**src/rtl/contador_display_2b.sv**
```systemverilog
// Digit-index source for the 7-segment decoder: synchronizes and debounces the
// pushbutton, and steps a 2-bit counter per press (manual) or per prescaler tick
// (automatic). Build option CONT_SATURA_EN: the counter saturates at 0/3 instead
// of wrapping.
module contador_display_2b #(
  parameter int DEB_CICLOS = 4,
  parameter int PRESC      = 8
) (
  input  logic       clk,
  input  logic       rst_n,
  input  logic       botao,
  input  logic       sentido,
  input  logic       modo_auto,
  output logic [1:0] contador,
  output logic       passo,
  output logic       botao_deb
);

  localparam int CW = $clog2(DEB_CICLOS + 1);
  localparam int PW = $clog2(PRESC);
  localparam logic [CW-1:0] DEB_MAX   = CW'(DEB_CICLOS);
  localparam logic [PW-1:0] PRESC_FIM = PW'(PRESC - 1);
  localparam bit            DEB_UM    = (DEB_CICLOS == 1);

  // Debounce states; 'estado' is the observable state for checkers.
  typedef enum logic [1:0] {
    EST0  = 2'd0,
    SOBE  = 2'd1,
    EST1  = 2'd2,
    DESCE = 2'd3
  } estado_t;

  estado_t       estado;
  estado_t       estado_prox;
  logic [CW-1:0] cnt;
  logic [CW-1:0] cnt_prox;
  logic [CW-1:0] cnt_inc;
  logic          s1;
  logic          s2;
  logic          pressao;
  logic [PW-1:0] presc;
  logic [PW-1:0] presc_prox;
  logic          tick_auto;
  logic          passo_en;
  logic [1:0]    cont_passo;
  logic          muda;

  always_ff @(posedge clk or negedge rst_n) begin
    if (!rst_n) begin
      s1 <= 1'b0;
      s2 <= 1'b0;
    end else begin
      s1 <= botao;
      s2 <= s1;
    end
  end

  always_ff @(posedge clk or negedge rst_n) begin
    if (!rst_n) begin
      estado <= EST0;
      cnt    <= '0;
    end else begin
      estado <= estado_prox;
      cnt    <= cnt_prox;
    end
  end

  assign cnt_inc = cnt + CW'(1);

  // The first differing sample is counted on the edge that leaves a stable state,
  // so the level changes after exactly DEB_CICLOS consecutive samples.
  always_comb begin
    estado_prox = estado;
    cnt_prox    = cnt;
    case (estado)
      EST0: begin
        if (s2) begin
          if (DEB_UM) begin
            estado_prox = EST1;
            cnt_prox    = '0;
          end else begin
            estado_prox = SOBE;
            cnt_prox    = CW'(1);
          end
        end
      end
      SOBE: begin
        if (!s2) begin
          estado_prox = EST0;
          cnt_prox    = '0;
        end else if (cnt_inc == DEB_MAX) begin
          estado_prox = EST1;
          cnt_prox    = '0;
        end else begin
          cnt_prox = cnt_inc;
        end
      end
      EST1: begin
        if (!s2) begin
          if (DEB_UM) begin
            estado_prox = EST0;
            cnt_prox    = '0;
          end else begin
            estado_prox = DESCE;
            cnt_prox    = CW'(1);
          end
        end
      end
      DESCE: begin
        if (s2) begin
          estado_prox = EST1;
          cnt_prox    = '0;
        end else if (cnt_inc == DEB_MAX) begin
          estado_prox = EST0;
          cnt_prox    = '0;
        end else begin
          cnt_prox = cnt_inc;
        end
      end
      default: begin
        estado_prox = EST0;
        cnt_prox    = '0;
      end
    endcase
  end

  // A press is only the low-to-high transition; a release bounce back into EST1
  // is not a new press.
  always_comb begin
    botao_deb = (estado == EST1) || (estado == DESCE);
    pressao   = ((estado == EST0) || (estado == SOBE)) && (estado_prox == EST1);
  end

  assign tick_auto = modo_auto && (presc == PRESC_FIM);

  always_comb begin
    presc_prox = presc + PW'(1);
    if (!modo_auto || tick_auto) begin
      presc_prox = '0;
    end
  end

  always_ff @(posedge clk or negedge rst_n) begin
    if (!rst_n) begin
      presc <= '0;
    end else begin
      presc <= presc_prox;
    end
  end

  assign passo_en = modo_auto ? tick_auto : pressao;

  always_comb begin
    cont_passo = contador;
`ifdef CONT_SATURA_EN
    if (sentido) begin
      cont_passo = (contador == 2'd3) ? 2'd3 : contador + 2'd1;
    end else begin
      cont_passo = (contador == 2'd0) ? 2'd0 : contador - 2'd1;
    end
`else
    if (sentido) begin
      cont_passo = contador + 2'd1;
    end else begin
      cont_passo = contador - 2'd1;
    end
`endif
  end

  // passo marks real changes only, so a saturated step stays silent.
  assign muda = passo_en && (cont_passo != contador);

  always_ff @(posedge clk or negedge rst_n) begin
    if (!rst_n) begin
      contador <= 2'd0;
      passo    <= 1'b0;
    end else begin
      passo <= muda;
      if (muda) begin
        contador <= cont_passo;
      end
    end
  end

endmodule

```
**config.mk**
```make
export PLATFORM = sky130hd
export DESIGN_NAME = contador_display_2b
export DESIGN_NICKNAME = d
export VERILOG_FILES = /design/src/rtl/contador_display_2b.sv
export SDC_FILE = /design/constraint.sdc
export NUM_CORES = 1
export LEC_CHECK = 0
export BUFFER_PORTS_ARGS = -buffer_cell sky130_fd_sc_hd__buf_2
export CAP_MARGIN = 40
export CORE_MARGIN = 3
export CORE_UTILIZATION = 47
export DETAILED_ROUTE_END_ITERATION = 8
export GPL_ROUTABILITY_DRIVEN = 1
export PLACE_DENSITY = 0.78
export SKIP_LAST_GASP = 1
export SLEW_MARGIN = 20
export SYNTH_ARGS = -nofsm -noshare
export SYNTH_HDL_FRONTEND = slang
export SYNTH_SLANG_ARGS = --single-unit
```
**constraint.sdc**
```tcl
create_clock -name clk -period 1.6 [get_ports clk]
set_clock_uncertainty 0.1 [all_clocks]
set_input_delay 0.08 -clock clk [delete_from_list [all_inputs] [get_ports clk]]
set_output_delay 0.08 -clock clk [all_outputs]
set_load 0.05 [all_outputs]
```
==> impl_metrics.toml, run 1 <==
[setup_path]
worstPathBufferInverterCount = 0
reg2reg_from = "estado[1]$_DFF_PN0_"
r2r_slack_ps = 9
start_kind = "flip-flop"
crit_chain = "or4b_1 > or4b_1 > nand4_1"
endpoint_kind = "flip-flop"
critPathSlowestCell = "or4b_1"
slowest_delay_ps = 500
r2r-end = "contador[1]$_DFFE_PN0P_"
crit_type = "reg2reg"
cp_top_family = "simple AND/OR/NAND/NOR gates"
crit_required_ps = 1710
path_depth = 3
path_common_cell = "or4b_1"
critPathArrivalTime_ps = 1700
r2r_cells = 3
worstPathMaxFanout = 2

[power_and_ir_drop]
power_leakage_uw = 0.000373
vdd_drop_max_uv = 941
power.switching_uw = 393
swShare_pct = 37.2
p_clk_share_pct = 18.5
cell_internal_pwr_uw = 664
p_comb_share_pct = 38.5
p_seq_share_pct = 43.0
powerDensity_nw_per_um2 = 1390

[global_route]
track_usage_pct = 13.9
antenna_found_initial = 0
grt_pass1_wl_microns = 1880
grt_overflow_total = 0
grt_max_degree = 14
grt_pass1_vias = 438

[timing]
tns_ps = 0
hold_ws_ps = 7.24
finalSetupViolations = 0
rsz0062_at_grt = "yes"
relSlewSlack_pct = 77.2
worst_pin_slew_ps = 338
clock.fmax_mhz = 629
slew_violations = 0
period_share_pct = 99.4
report.final.hold_viol_count = 0
fin_crit_ps = 1590

[placement]
portBuffers = 8
gp_congestion = 0.808
post-dp-hpwl_microns = 802

[cells_and_area]
drive_gt1_share_pct = 28.4
final_nets = 77
layout_commonest_cell = "dfrtp_1"
layout_common_cells = "dfrtp_1, buf_2, buf_4"
area_growth_pct = 20.6
final_util_pct = 64.2
diodes = 0
num-fill-cells = 93

[detailed_routing]
ant_nets = 0
wl_per_cell_microns = 13.1
route.detailed.drc = 0
initialDrtViolationCount = 7
vias = 430
drt-pass1-iter-count = 4
drt-total-wl_microns = 1060
via_per_inst = 5.31

[worst_hold_path]
min_path_cells = 2
worst_hold_path.endpoint = "presc[0]$_DFF_PN0_"
hold_path.class = "in2reg"
hold_path.startpoint = "modo_auto"

[clock_network]
post-cts-setup-buffer-count = 0
htreeDepth = 1
cts_made_buffers = 3
clk_pin_slew_ps = 70
worst_skew_pair.late_latency_ps = 270
clk_path_buf_depth = 2
root_buffer = "clkbuf_4"
cts.sinks = 13
cts_tree = "yes"

[outcome]
status = "complete, no violations"

[synth]
synthCells = 51
synth_top_cell_by_area = "dfrtp_1"
yosys_register_bits = 13
yosysTopAreaCellShare_pct = 51.5
synth_warnings = 0
synth.area.top_cells = "dfrtp_1, ha_1, and3b_1, xnor2_1, or4b_1"
synth_cell_types = 22
synth_area_sq_um = 632
syn_avg_cell_area_sq_um = 12.4
yosysSeqAreaShare_pct = 51.5
synth_fp_nets = 60

[die]
die_w_microns = 42.7
core_sq_um = 1190
rows = 12
io_pins = 9
start_util_pct = 53.3
die-area_sq_um = 1820
die_y_microns = 42.7

[flow_run]
cap_violations = 0
-- registers in the layout (all words and copies together), names as in the netlist --
register  flops
contador      2
s1            1
cnt           3
s2            1
passo         1
presc         3
estado        2
-- worst max-delay path by stage --
stage / slack (ps) / endpoint / startpoint
global placement: -20 / estado[1]$_DFF_PN0_ / cnt[1]$_DFFE_PN0P_
floorplan: -90 / contador[1]$_DFFE_PN0P_ / contador[1]$_DFFE_PN0P_
global route: -70 / contador[1]$_DFFE_PN0P_ / contador[1]$_DFFE_PN0P_
CTS: 1 / contador[1]$_DFFE_PN0P_ / estado[1]$_DFF_PN0_
finish: 9 / contador[1]$_DFFE_PN0P_ / estado[1]$_DFF_PN0_
detailed placement: -40 / estado[1]$_DFF_PN0_ / cnt[1]$_DFFE_PN0P_
-- final cells by class --
type                            instances  area (sq um)  share of cell area (%)
Sequential cell                        13           327                    42.9
Multi-Input combinational cell         36           302                    39.6
Timing Repair Buffer                   14          90.1                    11.8
Clock buffer                            4          26.3                    3.45
Tap cell                               14          17.5                    2.30
-- power groups by stage --
stage	logic [uW]	registers, uW	clock network, uW
2_1_floorplan	277	483	0
5_1_grt	447	468	226
3_5_place_dp	392	457	0
3_3_place_gp	386	455	0
6_report	407	454	196
4_1_cts	405	453	206
-- through the flow --
stage,std cells,setup WS (ps),total power (uW),area (sq um)
floorplan,51,-86.9,760,633
global placement,75,-20.4,842,706
detailed placement,75,-37.5,849,706
CTS,81,0.992,1060,759
global route,81,-71.1,1140,762
finish,81,9.33,1060,762
-- worst reg2reg max path: cells and delay by family (launching register included) --
family	cells	cell delay (ps)
flip-flops	1	370
AND/OR/NAND/NOR	3	1050
-- Yosys cell counts --
cell       n
a211oi_1   1
and3b_1    3
buf_6      1
clkbuf_1   1
dfrtp_1   13
ha_1       4
mux2_1     1
mux2i_1    1
nand2_1    3
nand2b_1   1
nand3_1    2
nand3b_1   2
nand4_1    1
nand4b_1   2
nor2_1     3
nor2b_1    1
nor3b_1    1
o211ai_1   2
o41ai_2    1
or4b_1     2
xnor2_1    3
xor2_1     2
-- per-layer routing --
| layer | wire length, microns | part of all wire [%] | vias to the layer above | track usage, % |
|---|---|---|---|---|
| met5 | 0 | 0 | - | 0 |
| met4 | 8 | 0.75 | 0 | 3.73 |
| met3 | 68 | 6.4 | 3 | 6.78 |
| met2 | 472 | 45 | 8 | 20.4 |
| met1 | 510 | 48 | 198 | 18.2 |
| li1 | - | - | 221 | - |
-- cell families (layout without fill, tap and decap cells) --
family	Yosys count	in the layout	synth area share (%)
multiplexers	2	2	3.37
AND/OR/NAND/NOR	21	21	21.8
buffers and inverters	2	18	2.38
flip-flops	13	13	51.5
AO/OA/AOI/OAI	4	4	6.14
adder cells (fa/ha/maj)	4	4	7.92
XOR/XNOR	5	5	6.93
-- repair_timing --
action                                 in CTS  in global routing
setup endpoints to repair                   3                  3
resized for setup                           1                  1
endpoints found under the hold margin      14                  0
hold buffers                                2                  0
pin swaps                                   0                  1
(Power assumes the default switching activity.)
==> inputs of run 2 (changes only) <==
Settings changed: ABC_AREA set to 1.
==> run 2 against run 1 <==
Against the previous run: critical path depth grew 4; combinational power shrank 8.6%; core utilization shrank 2.0 points; count of clock-buffer cells in the layout is the same; clock power is essentially flat; global-route usage grew 0.19 points; power shrank 1.4%.
==> impl_metrics.toml, run 2 <==
[outcome]
status = "complete, no violations"

[detailed_routing]
initialDrtViolationCount = 1
drt-pass1-iter-count = 2
vias = 475
drt-total-wl_microns = 1030
via_per_inst = 4.85
wl_per_cell_microns = 10.5
ant_nets = 0
route.detailed.drc = 0

[timing]
period_share_pct = 83.6
fin_crit_ps = 1340
clock.fmax_mhz = 748
worst_pin_slew_ps = 281
rsz0062_at_grt = "no"
tns_ps = 0
slew_violations = 0
relSlewSlack_pct = 81.3
report.final.hold_viol_count = 0
hold_ws_ps = 117
finalSetupViolations = 0

[cells_and_area]
final_nets = 94
layout_common_cells = "nand2_1, inv_1, dfrtp_1"
diodes = 0
num-fill-cells = 105
largestRegisters = "cnt x3, presc x3"
area_growth_pct = 17.8
layout_commonest_cell = "nand2_1"
drive_gt1_share_pct = 17.9
final_util_pct = 62.3

[clock_network]
root_buffer = "clkbuf_4"
worst_skew_pair.late_latency_ps = 270
hold_buffers = 3
post-cts-setup-buffer-count = 0
cts_resized = 0
clk_path_buf_depth = 2
clk_pin_slew_ps = 70
cts_made_buffers = 3
cts.sinks = 13
htreeDepth = 1
cts_tree = "yes"

[global_route]
grt_overflow_total = 0
track_usage_pct = 14.1
antenna_found_initial = 0
grt_max_degree = 14
grt_pass1_wl_microns = 1830
grt_pass1_vias = 459

[placement]
portBuffers = 8
post-dp-hpwl_microns = 836
gp_congestion = 0.735

[die]
start_util_pct = 52.9
rows = 12
io_pins = 9
die_y_microns = 42.3
die_w_microns = 42.3
die-area_sq_um = 1790
core_sq_um = 1170

[synth]
yosysTopAreaCellShare_pct = 52.5
synth.area.top_cells = "dfrtp_1, nand2_1, inv_1, ha_1, nand3_1"
yosys_register_bits = 13
synthFlopType = "dfrtp_1"
synthTopCellsByCount = "nand2_1, inv_1, dfrtp_1"
synth_cell_types = 13
synth_fp_nets = 79
synth_edf_count = 0
syn_avg_cell_area_sq_um = 8.85
synthCells = 70
synth_top_cell_by_area = "dfrtp_1"
synth_area_sq_um = 619
yosysSeqAreaShare_pct = 52.5
async_flop_share_pct = 100
synth_warnings = 0
synth_most_common_cell = "nand2_1"

[setup_path]
critPathArrivalTime_ps = 1400
endpoint_kind = "flip-flop"
crit_type = "reg2reg"
crit_required_ps = 1670
start_kind = "flip-flop"
worstPathMaxFanout = 4
r2r_slack_ps = 260

[flow_run]
cap_violations = 0

[power_and_ir_drop]
powerDensity_nw_per_um2 = 1430
power_leakage_uw = 0.000414
vdd_drop_max_uv = 776

[worst_hold_path]
hold_path.class = "in2async"
run 2: layout make-up:
cell class              instances  area [sq um]  area share (%)
clock buffers                   4          26.3            3.60
inverters                      14          52.6            7.20
multi-input cells              42           238            32.6
flip-flops and latches         13           325            44.6
well taps                      14          17.5            2.40
repair buffers                 11          70.1            9.61
run 2: final timing paths:
check	cells after the start	end	startpoint
setup / recovery	7	contador[1]$_DFFE_PN0P_	cnt[0]$_DFFE_PN0P_
max in group asynchronous	2	cnt[1]$_DFFE_PN0P_	rst_n
min in group clk	6	contador[1]$_DFFE_PN0P_	sentido
hold reg to reg	0	s2$_DFF_PN0_	s1$_DFF_PN0_
setup reg to reg	7	contador[1]$_DFFE_PN0P_	cnt[0]$_DFFE_PN0P_
hold / removal	2	presc[0]$_DFF_PN0_	rst_n
run 2: kinds of logic after synthesis:
logic type               Yosys count  synth area share, %
AO/OA/AOI/OAI                      5                 5.25
XOR/XNOR                           1                 2.63
adder cells (fa/ha/maj)            4                 8.08
buffers and inverters             15                 9.09
flip-flops                        13                 52.5
AND/OR/NAND/NOR                   32                 22.4
run 2: critical path, stage by stage, from the launching register on:
cell and delay (ps):
dfrtp_1 420, ha_1 230, inv_1 50, nand2_1 40, nand2_1 110, nand4_1 140, nand3_1 100, nand2_1 50
run 2: power by group:
group / total [uW] / internal (uW) / leakage (uW) / switching [uW]
Sequential: 477 / 402 / 0.000159 / 75.3
Combinational: 372 / 129 / 0.000240 / 243
Clock: 194 / 96.7 / 0.0000150 / 97.0
Total: 1040 / 628 / 0.000414 / 415
run 2: layer usage:
layer | part of all wire (%) | up-vias | wire, microns | global-route usage [%]
li1 | - | 243 | - | -
met1 | 40 | 220 | 411 | 15.6
met2 | 54 | 7 | 553 | 23.4
met3 | 2.9 | 5 | 30 | 3.86
met4 | 3.5 | 0 | 36 | 9.32
met5 | 0 | - | 0 | 0
run 2: metrics by stage:
step                      area (sq um)  setup slack, ps  cells  power (uW)
after CTS                          729              256     98        1060
final                              729              263     98        1040
after global routing               729              141     98        1130
after global placement             673              280     91         837
after detailed placement           673              265     91         855
after floorplan                    619              336     70         769
